File: src/rtl/counter_pkg.sv
// Shared definitions for the counter family (up-counter and countdown timer):
// FSM state encoding and default widths.
package counter_pkg;

  localparam int unsigned DEF_WIDTH      = 8;
  localparam int unsigned DEF_PRESCALE_W = 4;

  typedef enum logic {
    IDLE = 1'b0,
    RUN  = 1'b1
  } state_e;

endpackage : counter_pkg

File: src/rtl/tick_gen.sv
// Prescaler: raises tick while its count equals the latched prescale value,
// then wraps to zero, giving one tick every prescale+1 enabled cycles.
module tick_gen #(
  parameter int unsigned PRESCALE_W = 4
) (
  input  logic                  clk,
  input  logic                  rst_n,
  input  logic                  clear,
  input  logic                  hold,
  input  logic [PRESCALE_W-1:0] prescale,
  output logic                  tick
);

  logic [PRESCALE_W-1:0] cnt_q, cnt_d;

  assign tick = (cnt_q == prescale);

  // NOTE: every variable written here gets a default first, so no path leaves
  // it unassigned and no latch is inferred.
  always_comb begin
    cnt_d = cnt_q;
    if (clear) begin
      cnt_d = '0;
    end else if (!hold) begin
      cnt_d = tick ? '0 : cnt_q + PRESCALE_W'(1);
    end
  end

  // NOTE: sequential state uses non-blocking assignments only, so every flop
  // samples its pre-edge inputs regardless of process ordering.
  always_ff @(posedge clk or negedge rst_n) begin
    if (!rst_n) begin
      cnt_q <= '0;
    end else begin
      cnt_q <= cnt_d;
    end
  end

endmodule : tick_gen

File: src/rtl/countdown_timer.sv
// Loadable down-counter timer: accepts a start value over valid/ready, counts
// down at a prescaled rate and pulses expire on reaching zero, optionally reloading.
module countdown_timer
  import counter_pkg::*;
#(
  parameter int unsigned WIDTH      = DEF_WIDTH,
  parameter int unsigned PRESCALE_W = DEF_PRESCALE_W
) (
  input  logic                  clk,
  input  logic                  rst_n,
  input  logic                  load_valid,
  output logic                  load_ready,
  input  logic [WIDTH-1:0]      load_value,
  input  logic                  auto_reload,
  input  logic [PRESCALE_W-1:0] prescale,
  input  logic                  pause,
  input  logic                  abort,
  output logic [WIDTH-1:0]      count,
  output logic                  busy,
  output logic                  expire
);

  state_e                state_q, state_d;
  logic [WIDTH-1:0]      count_q, count_d;
  logic [WIDTH-1:0]      reload_q, reload_d;
  logic                  auto_q, auto_d;
  logic [PRESCALE_W-1:0] prescale_q, prescale_d;
  logic                  expire_q, expire_d;
  logic                  busy_q;
  logic                  tick;
  logic                  accept;

  assign load_ready = (state_q == IDLE);
  assign accept     = load_valid && load_ready;

  // The prescaler sits at zero outside RUN, so every accept starts a fresh period.
  tick_gen #(
    .PRESCALE_W(PRESCALE_W)
  ) u_tick_gen (
    .clk     (clk),
    .rst_n   (rst_n),
    .clear   ((state_q != RUN) || abort),
    .hold    (pause),
    .prescale(prescale_q),
    .tick    (tick)
  );

  always_comb begin
    state_d    = state_q;
    count_d    = count_q;
    reload_d   = reload_q;
    auto_d     = auto_q;
    prescale_d = prescale_q;
    expire_d   = 1'b0;

    unique case (state_q)
      IDLE: begin
        if (accept) begin
          count_d    = load_value;
          reload_d   = load_value;
          auto_d     = auto_reload;
          prescale_d = prescale;
          if (load_value != '0) begin
            state_d = RUN;
          end else begin
            expire_d = 1'b1;
          end
        end
      end

      RUN: begin
        if (abort) begin
          count_d = '0;
          state_d = IDLE;
        end else if (!pause && tick) begin
          if (count_q > WIDTH'(1)) begin
            count_d = count_q - WIDTH'(1);
          end else begin
            // RUN never holds zero, so this is the 1 -> 0 (or reload) step.
            expire_d = 1'b1;
            if (auto_q) begin
              count_d = reload_q;
            end else begin
              count_d = '0;
              state_d = IDLE;
            end
          end
        end
      end

      default: state_d = IDLE;
    endcase
  end

  always_ff @(posedge clk or negedge rst_n) begin
    if (!rst_n) begin
      state_q    <= IDLE;
      count_q    <= '0;
      reload_q   <= '0;
      auto_q     <= 1'b0;
      prescale_q <= '0;
      expire_q   <= 1'b0;
      busy_q     <= 1'b0;
    end else begin
      state_q    <= state_d;
      count_q    <= count_d;
      reload_q   <= reload_d;
      auto_q     <= auto_d;
      prescale_q <= prescale_d;
      expire_q   <= expire_d;
      busy_q     <= (state_d == RUN);
    end
  end

  assign count  = count_q;
  assign busy   = busy_q;
  assign expire = expire_q;

endmodule : countdown_timer

File: config.mk
export PLATFORM = sky130hd
export DESIGN_NAME = countdown_timer
export DESIGN_NICKNAME = d
export VERILOG_FILES = /design/src/rtl/counter_pkg.sv /design/src/rtl/tick_gen.sv /design/src/rtl/countdown_timer.sv
export SDC_FILE = /design/constraint.sdc
export NUM_CORES = 1
export LEC_CHECK = 0
export CAP_MARGIN = 10
export CORE_ASPECT_RATIO = 1.1
export CORE_MARGIN = 4
export CORE_UTILIZATION = 45
export DETAILED_ROUTE_END_ITERATION = 6
export PLACE_DENSITY = 0.72
export SYNTH_ARGS = -nofsm -noshare
export SYNTH_HDL_FRONTEND = slang
export SYNTH_SLANG_ARGS = --single-unit
File: constraint.sdc
create_clock -name clk -period 5.6 [get_ports clk]
set_clock_uncertainty 0.05 [all_clocks]
set_input_delay 1.4 -clock clk [delete_from_list [all_inputs] [get_ports clk]]
set_output_delay 1.4 -clock clk [all_outputs]
set_load 0.03 [all_outputs]
Word-level counts from Yosys, hierarchy flattened. Cells that the tools add are included.

Register bits: 27. Bits of input ports: 18. Output and inout bits: 11.

Add/sub/neg operators: 2. Magnitude comparators: 1. Equal/unequal tests: 4. Muxes and demuxes: 22. Bitwise operators: 1. Reduce and logical (&&, ||, !) cells: 7.

Operator list (count): $mux 8 (5); $pmux 8 s2 (1); $mux 4 (3); $mux 1 (11); $gt 8x1->1 const B (1); $reduce_bool 8->1 (1); $sub 8x1->8 const B (1); $add 4x1->4 const B (1); $eq 4x4->1 (1); $ne 2x1->1 const B (2); $pmux 1 s2 (2); $reduce_and 2->1 (2); $ne 3x2->1 const B (1); $logic_and 1x1->1 (2); $logic_not 1->1 (1); $logic_or 1x1->1 (1); $not 1->1 (1).

Longest topological paths before layout. Gate-level depths: netlist (run 1).

Depth in word-level cells: 5. Gate-level depth with buffers: 8. Mapped depth without buffers: 7.

Hierarchy. Synthesis (run 1) repeated with hierarchy kept, for this count alone.

Cell total of the unflattened synthesis: 183. Area total of the unflattened synthesis: 1606.5 µm².

By module, submodules not included: countdown_timer (times used 1, cells an instance 157, area each 1318.8 µm²); tick_gen (times used 1, cells an instance 26, area each 287.8 µm²).

Worst setup path before layout (run 1). OpenSTA, ideal clock, no wires.

Path type: in2reg. From: input abort. To: register count_q[0] (netlist: count[0]). Data arrival time: 2394 ps. Path slack: 3038 ps. Cell stages on the path: 5. Buffers on the path: 2. Cells stage by stage: or2b_2 buf_2 o221a_4 buf_8 a21o_2.

Cells in the longest elaborated chain, start to end: 2.

Ends and longest elaborated chain: from (decl) (RTL line countdown_timer.sv:17) `input logic abort,`; $mux 8 or $ne 3x2->1 (tied branches); $pmux 8 s2 or $reduce_and 2->1 (tied branches); to (signal assigned) (RTL line countdown_timer.sv:106) `count_q <= count_d;`; to (decl) (RTL line countdown_timer.sv:24) `logic [WIDTH-1:0] count_q, count_d;`.

Several ways; a longest one is shown, not always the timed one. A chain may end at the register's enable or synchronous reset.

==> summary.txt, run 1 <==
Power and ir drop
  • P_leak: 0.761 nW
  • PD cells: 356 mW/mm^2
  • VDD IR-drop max: 0.167 mV

STA
  • Final Setup Violations: 0
  • Sum Neg Setup Slack: 0 ns
  • Tcrit/Tclk final: 56.9%
  • Final Hold Viols: 0
  • Max Slew Vio Count: 0
  • RSZ-0062 raised after global routing: false
  • FMAX: 0.314 GHz
  • Worst Max-Slew Pin Slew: 1.17 ns
  • Fin crit period: 3.19 ns
  • Worst rel slew slack: 21.9%

Final layout
  • Final #Nets: 204
  • Layout fillers: 298
  • Layout Utilization: 58.4%
  • Commonest non-fill, non-tap cell in the layout: clkdlybuf4s50_1
  • Final Instance Area: 0.00184 sq mm
  • Synthesis-to-layout area growth: 20.7%
  • Most frequent cells in the layout: clkdlybuf4s50_1 (28), dfrtp_1 (27), nand2_1 (16)
  • Ant diodes: 0
  • Share of layout cells above drive strength 1: 14.8%

Worst setup path
  • CP max stage cell: clkdlybuf4s50_1
  • Crit path capture type: output pin
  • CP Data Arrival Time: 1.74 ns
  • Critical Path Fanout Max: 8
  • Critical path type: reg -> out
  • Setup slack, reg-to-reg: 3.53 ns
  • CP max stage delay: 0.66 ns
  • CP required: 4.15 ns
  • Setup crit start kind: flop
  • CP cell instances: clkinv_1 > clkdlybuf4s50_1

Floorplan
  • Starting density of the core: 48.4%
  • Vert. Die Dim: 69.1 um
  • Die Area: 0.00439 sq mm
  • Die width: 63.5 um
  • Site row count: 21
  • Core footprint: 0.00315 sq mm
  • Ports: 29

Logic synthesis
  • Largest family of logic cells by synthesized area: simple AND/OR/NAND/NOR gates
  • Synth Area in XOR/XNOR: 3.44%
  • Simple-gate area share of the yosys netlist: 19.8%
  • Complex-gate fraction of the synthesized area: 16.7%
  • Syn avg cell area: 9.79 sq um
  • Post-Syn Nets: 177
  • Synth warn: 0
  • Mux contribution to synthesized area: 9.59%
  • Adder-cell share of the synthesized area: 2.46%
  • Top_reg_cell synth: dfrtp_1
  • Post-synth EDFFs: 0
  • Mapped Area: 0.00153 sq mm
  • Register area share after synthesis: 44.3%
  • #FFs+latches synth: 27
  • Cells after Synth: 156
  • Async S/R FF share, synth: 100%
  • Count of different cell masters after synthesis: 40

GRT
  • Overall Global Routing Usage: 16.5%
  • Total congestion overflow: 0
  • Largest net degree at the start of global routing: 28
  • Number of global-route vias before repair: 1308
  • First-pass GRT wire length: 5.95 mm
  • Antenna violations before repair: 0

Detailed routing
  • WL final: 3.41 mm
  • Via count: 1267
  • Vias per cell: 5.87
  • Routed Antenna Nets: 0
  • # DRC: 0
  • Iter 0 DRT Violations: 121
  • DRT Pass-1 Iters: 4
  • Wire per inst: 15.8 um

CTS
  • Clk sinks: 27
  • Cts hold-fix bufs: 0
  • Bufs on Longest Clock Path: 2
  • Post-CTS setup repair buffer count: 0
  • H-tree levels: 1
  • CTS Buf Count: 3
  • Worst skew pair latency: 0.33 ns
  • Root Driver: clkbuf_4
  • CTS tree: built
  • Reg clk slew, reported paths: 0.15 ns
  • CTS resizes: 0

Status
  • Status: completed

Flow run
  • Max cap viols: 0

Placed design
  • DP Area: 0.00181 sq mm
  • Input/output buffers: 28
  • Post-DP HPWL: 2.53 mm
  • RD Place Congestion: 0.798

Hold path
  • Hold Path Class: reg -> reg
## worst max-delay path, delay by kind of cell (launching register included)
family   cells  cell delay, ns
buf+inv      2            0.92
flops        1            0.48
## Yosys cell counts, types with 2 or more instances
cell      count  area share (%)
dfrtp_1      27              44
nand2_1      16             3.9
nor2_1       14             3.4
a21oi_1      13             4.3
mux2_2       13             9.6
o21ai_0       9             3.0
a31oi_1       6             2.5
nand3_1       5             1.6
xor2_1        5             2.9
nor3_1        4             1.3
and3_1        3             1.2
ha_1          3             2.5
inv_1         3            0.74
nor2b_1       3             1.2
a21boi_0      2            0.98
buf_2         2            0.66
clkbuf_1      2            0.49
clkbuf_2      2            0.66
nand3b_1      2            0.98
or4_1         2            0.98
## registers in the layout (all words and copies together), names as in the netlist
signal and count:
reload_q 8, auto_q 1, prescale_q 4, expire 1
u_tick_gen.cnt_q 4, busy 1, count 8
## area by class of cell
class	count	area [sq um]	area share, %
clock buffer	3	22.5	1.22
tap	34	42.5	2.31
sequential	27	676	36.7
multi-input combinational	118	793	43.1
clock inverter	1	5.00	0.272
timing repair buffer	29	288	15.6
inverter	4	15.0	0.815
## path summary, 6_finish.rpt
| check | from | endpoint | cells past startpoint |
|---|---|---|---|
| max | busy | load_ready | 2 |
| min | reload_q[1] | reload_q[1] | 1 |
| max reg2reg | count[0] | count[5] | 7 |
| min reg2reg | reload_q[1] | reload_q[1] | 1 |
| max in group asynchronous | rst_n | auto_q | 2 |
| min in group asynchronous | rst_n | prescale_q[0] | 2 |
## logic make-up after synthesis
group	Yosys count
compound gates	39
xor+xnor	6
fa+ha+maj	3
buf+inv	11
flops	27
mux	13
simple gates	57
## per-stage QoR
stage / setup WS, ns / hold WS [ns] / total power, W / instances
final: 2.41 / 0.471 / 0.000655 / 216
after global routing: 2.27 / 0.500 / 0.000698 / 216
after CTS: 2.42 / 0.475 / 0.000657 / 216
after detailed placement: 2.16 / 0.441 / 0.000572 / 212
after global placement: 2.23 / 0.438 / 0.000566 / 212
after floorplan: 3.04 / 0.423 / 0.000477 / 156
## power breakdown
| group | internal, W | switching, W |
|---|---|---|
| sequential | 0.000238 | 0.0000536 |
| clock | 0.0000268 | 0.0000587 |
| combinational | 0.000128 | 0.000150 |
## metal layers
layer,vias to the layer above,GRT usage [%],wire [um]
met5,-,0,0
met4,0,5.04,31
met3,4,2.92,175
met2,41,26.3,1660
met1,607,22.6,1540
li1,615,-,-
Note: power is estimated with default switching activity, not from simulation.
==> run 2, diff against run 1 <==
clock period = 3.3 ns   (was 5.6 ns; I/O delays follow)
==> run 2 against run 1 <==
Against the previous run: register-to-register slack got worse by 2.3 ns; die area unchanged; highest routed layer unchanged; critical endpoint unchanged; worst hold slack gained 0.011 ns.
==> summary.txt, run 2 (same netlist as run 1, synthesis figures left out) <==
Final layout
  • Synthesis-to-layout area growth: 21.1%
  • Commonest non-fill, non-tap cell in the layout: clkdlybuf4s50_1
  • Ant diodes: 0 (unchanged)
  • Layout Utilization: 58.6% (+0.20 points)
  • Final #Nets: 205 (+0.49%)
  • Most frequent cells in the layout: clkdlybuf4s50_1 (28), dfrtp_1 (27), nand2_1 (16)
  • Layout fillers: 293 (-1.7%)
  • Share of layout cells above drive strength 1: 14.8% (-0.081 points)

STA
  • Sum Neg Setup Slack: 0 ns (unchanged)
  • Fin crit period: 2.61 ns
  • FMAX: 0.382 GHz
  • Max Slew Vio Count: 0 (unchanged)
  • Worst rel slew slack: 67.1% (+45 points)
  • Tcrit/Tclk final: 79.2%
  • Final Setup Violations: 0 (unchanged)
  • RSZ-0062 raised after global routing: false
  • Final Hold Viols: 0 (unchanged)
  • Worst Max-Slew Pin Slew: 0.493 ns (-0.676 ns)

Detailed routing
  • WL final: 3.33 mm (-2.3%)
  • DRT Pass-1 Iters: 4 (unchanged)
  • Wire per inst: 15.3 um (-2.7%)
  • Via count: 1246 (-1.7%)
  • Vias per cell: 5.74 (-2.1%)
  • Iter 0 DRT Violations: 64 (-47%)
  • # DRC: 0 (unchanged)
  • Routed Antenna Nets: 0 (unchanged)

CTS
  • CTS tree: built
  • CTS resizes: 0 (unchanged)
  • Cts hold-fix bufs: 0 (unchanged)
  • H-tree levels: 1 (unchanged)
  • Bufs on Longest Clock Path: 2 (unchanged)
  • Root Driver: clkbuf_4
  • Post-CTS setup repair buffer count: 0 (unchanged)
  • Worst skew pair latency: 0.33 ns (about the same)
  • Clk sinks: 27 (unchanged)
  • CTS Buf Count: 3 (unchanged)
  • Reg clk slew, reported paths: 0.15 ns (about the same)

Worst setup path
  • Critical path type: reg -> out
  • Critical Path Fanout Max: 8 (unchanged)
  • CP Data Arrival Time: 1.74 ns (about the same)
  • CP required: 2.42 ns (-1.73 ns)
  • Setup crit start kind: flop
  • Crit path capture type: output pin

Hold path
  • Hold Path Class: reg -> reg

Status
  • Status: completed

Floorplan
  • Vert. Die Dim: 69.1 um (unchanged)
  • Site row count: 21 (unchanged)
  • Starting density of the core: 48.4% (unchanged)
  • Die Area: 0.00439 sq mm (unchanged)
  • Core footprint: 0.00315 sq mm (unchanged)
  • Ports: 29 (unchanged)
  • Die width: 63.5 um (unchanged)

Power and ir drop
  • VDD IR-drop max: 0.259 mV (+54%)
  • P_leak: 0.764 nW (+0.31%)
  • PD cells: 607 mW/mm^2 (+71%)

Placed design
  • Post-DP HPWL: 2.55 mm (+0.94%)
  • RD Place Congestion: 0.851 (+6.6%)
  • Input/output buffers: 28 (unchanged)

GRT
  • Number of global-route vias before repair: 1233 (-5.7%)
  • Overall Global Routing Usage: 16.0% (-0.42 points)
  • Antenna violations before repair: 0 (unchanged)
  • First-pass GRT wire length: 5.73 mm (-3.7%)
  • Total congestion overflow: 0 (unchanged)
  • Largest net degree at the start of global routing: 28 (unchanged)

Flow run
  • Max cap viols: 0 (unchanged)
==> run 2: changes by cell type in the layout (fill, tap and decap cells not counted) <==
| cell | previous run | this run |
|---|---|---|
| clkbuf_1 | 0 | 1 |
| clkinv_2 | 1 | 0 |
| buf_4 | 1 | 2 |
==> run 2: area by class of cell <==
cell class | instances | area [sq um] | area share (%)
Multi-Input combinational cell | 118 | 793 | 42.9
Sequential cell | 27 | 676 | 36.6
Timing Repair Buffer | 30 | 295 | 16.0
Tap cell | 34 | 42.5 | 2.30
Clock buffer | 4 | 26.3 | 1.42
Inverter | 4 | 15.0 | 0.812
==> run 2: metal layers <==
metal  vias to the layer above  wire length (um)  global-route usage [%]
li1                        615                 -                       -
met1                       595              1640                    24.5
met2                        31              1540                    23.4
met3                         5               101                    1.46
met4                         0                50                    5.76
met5                         -                 0                       0
==> run 2: stage by stage <==
step | std cells | setup slack, ns | instance area (sq um) | hold slack (ns) | total power (W)
2_1_floorplan | 156 | 1.20 | 1530 | 0.423 | 0.000809
4_1_cts | 217 | 0.677 | 1850 | 0.483 | 0.00112
5_1_grt | 217 | 0.609 | 1850 | 0.505 | 0.00119
3_5_place_dp | 213 | 0.896 | 1820 | 0.447 | 0.000978
6_report | 217 | 0.685 | 1850 | 0.482 | 0.00112
3_3_place_gp | 213 | 0.925 | 1820 | 0.439 | 0.000960
==> run 2: worst max-delay path: stages, from the launching register on <==
cell and delay [ns]:
dfrtp_1 0.50, clkinv_1 0.25, clkdlybuf4s50_1 0.65
==> run 2: final timing paths <==
kind | end | cells after the start | from | slack [ns]
max | load_ready | 2 | busy | 0.69
min | reload_q[3] | 1 | reload_q[3] | 0.48
max reg2reg | count[5] | 7 | count[0] | 1.24
min reg2reg | reload_q[3] | 1 | reload_q[3] | 0.48
max in group asynchronous | reload_q[1] | 2 | rst_n | 2.15
min in group asynchronous | auto_q | 2 | rst_n | 0.80
==> run 2: power breakdown <==
part | internal (W) | switching, W
clock | 0.0000475 | 0.000103
combinational | 0.000219 | 0.000256
sequential | 0.000404 | 0.0000926
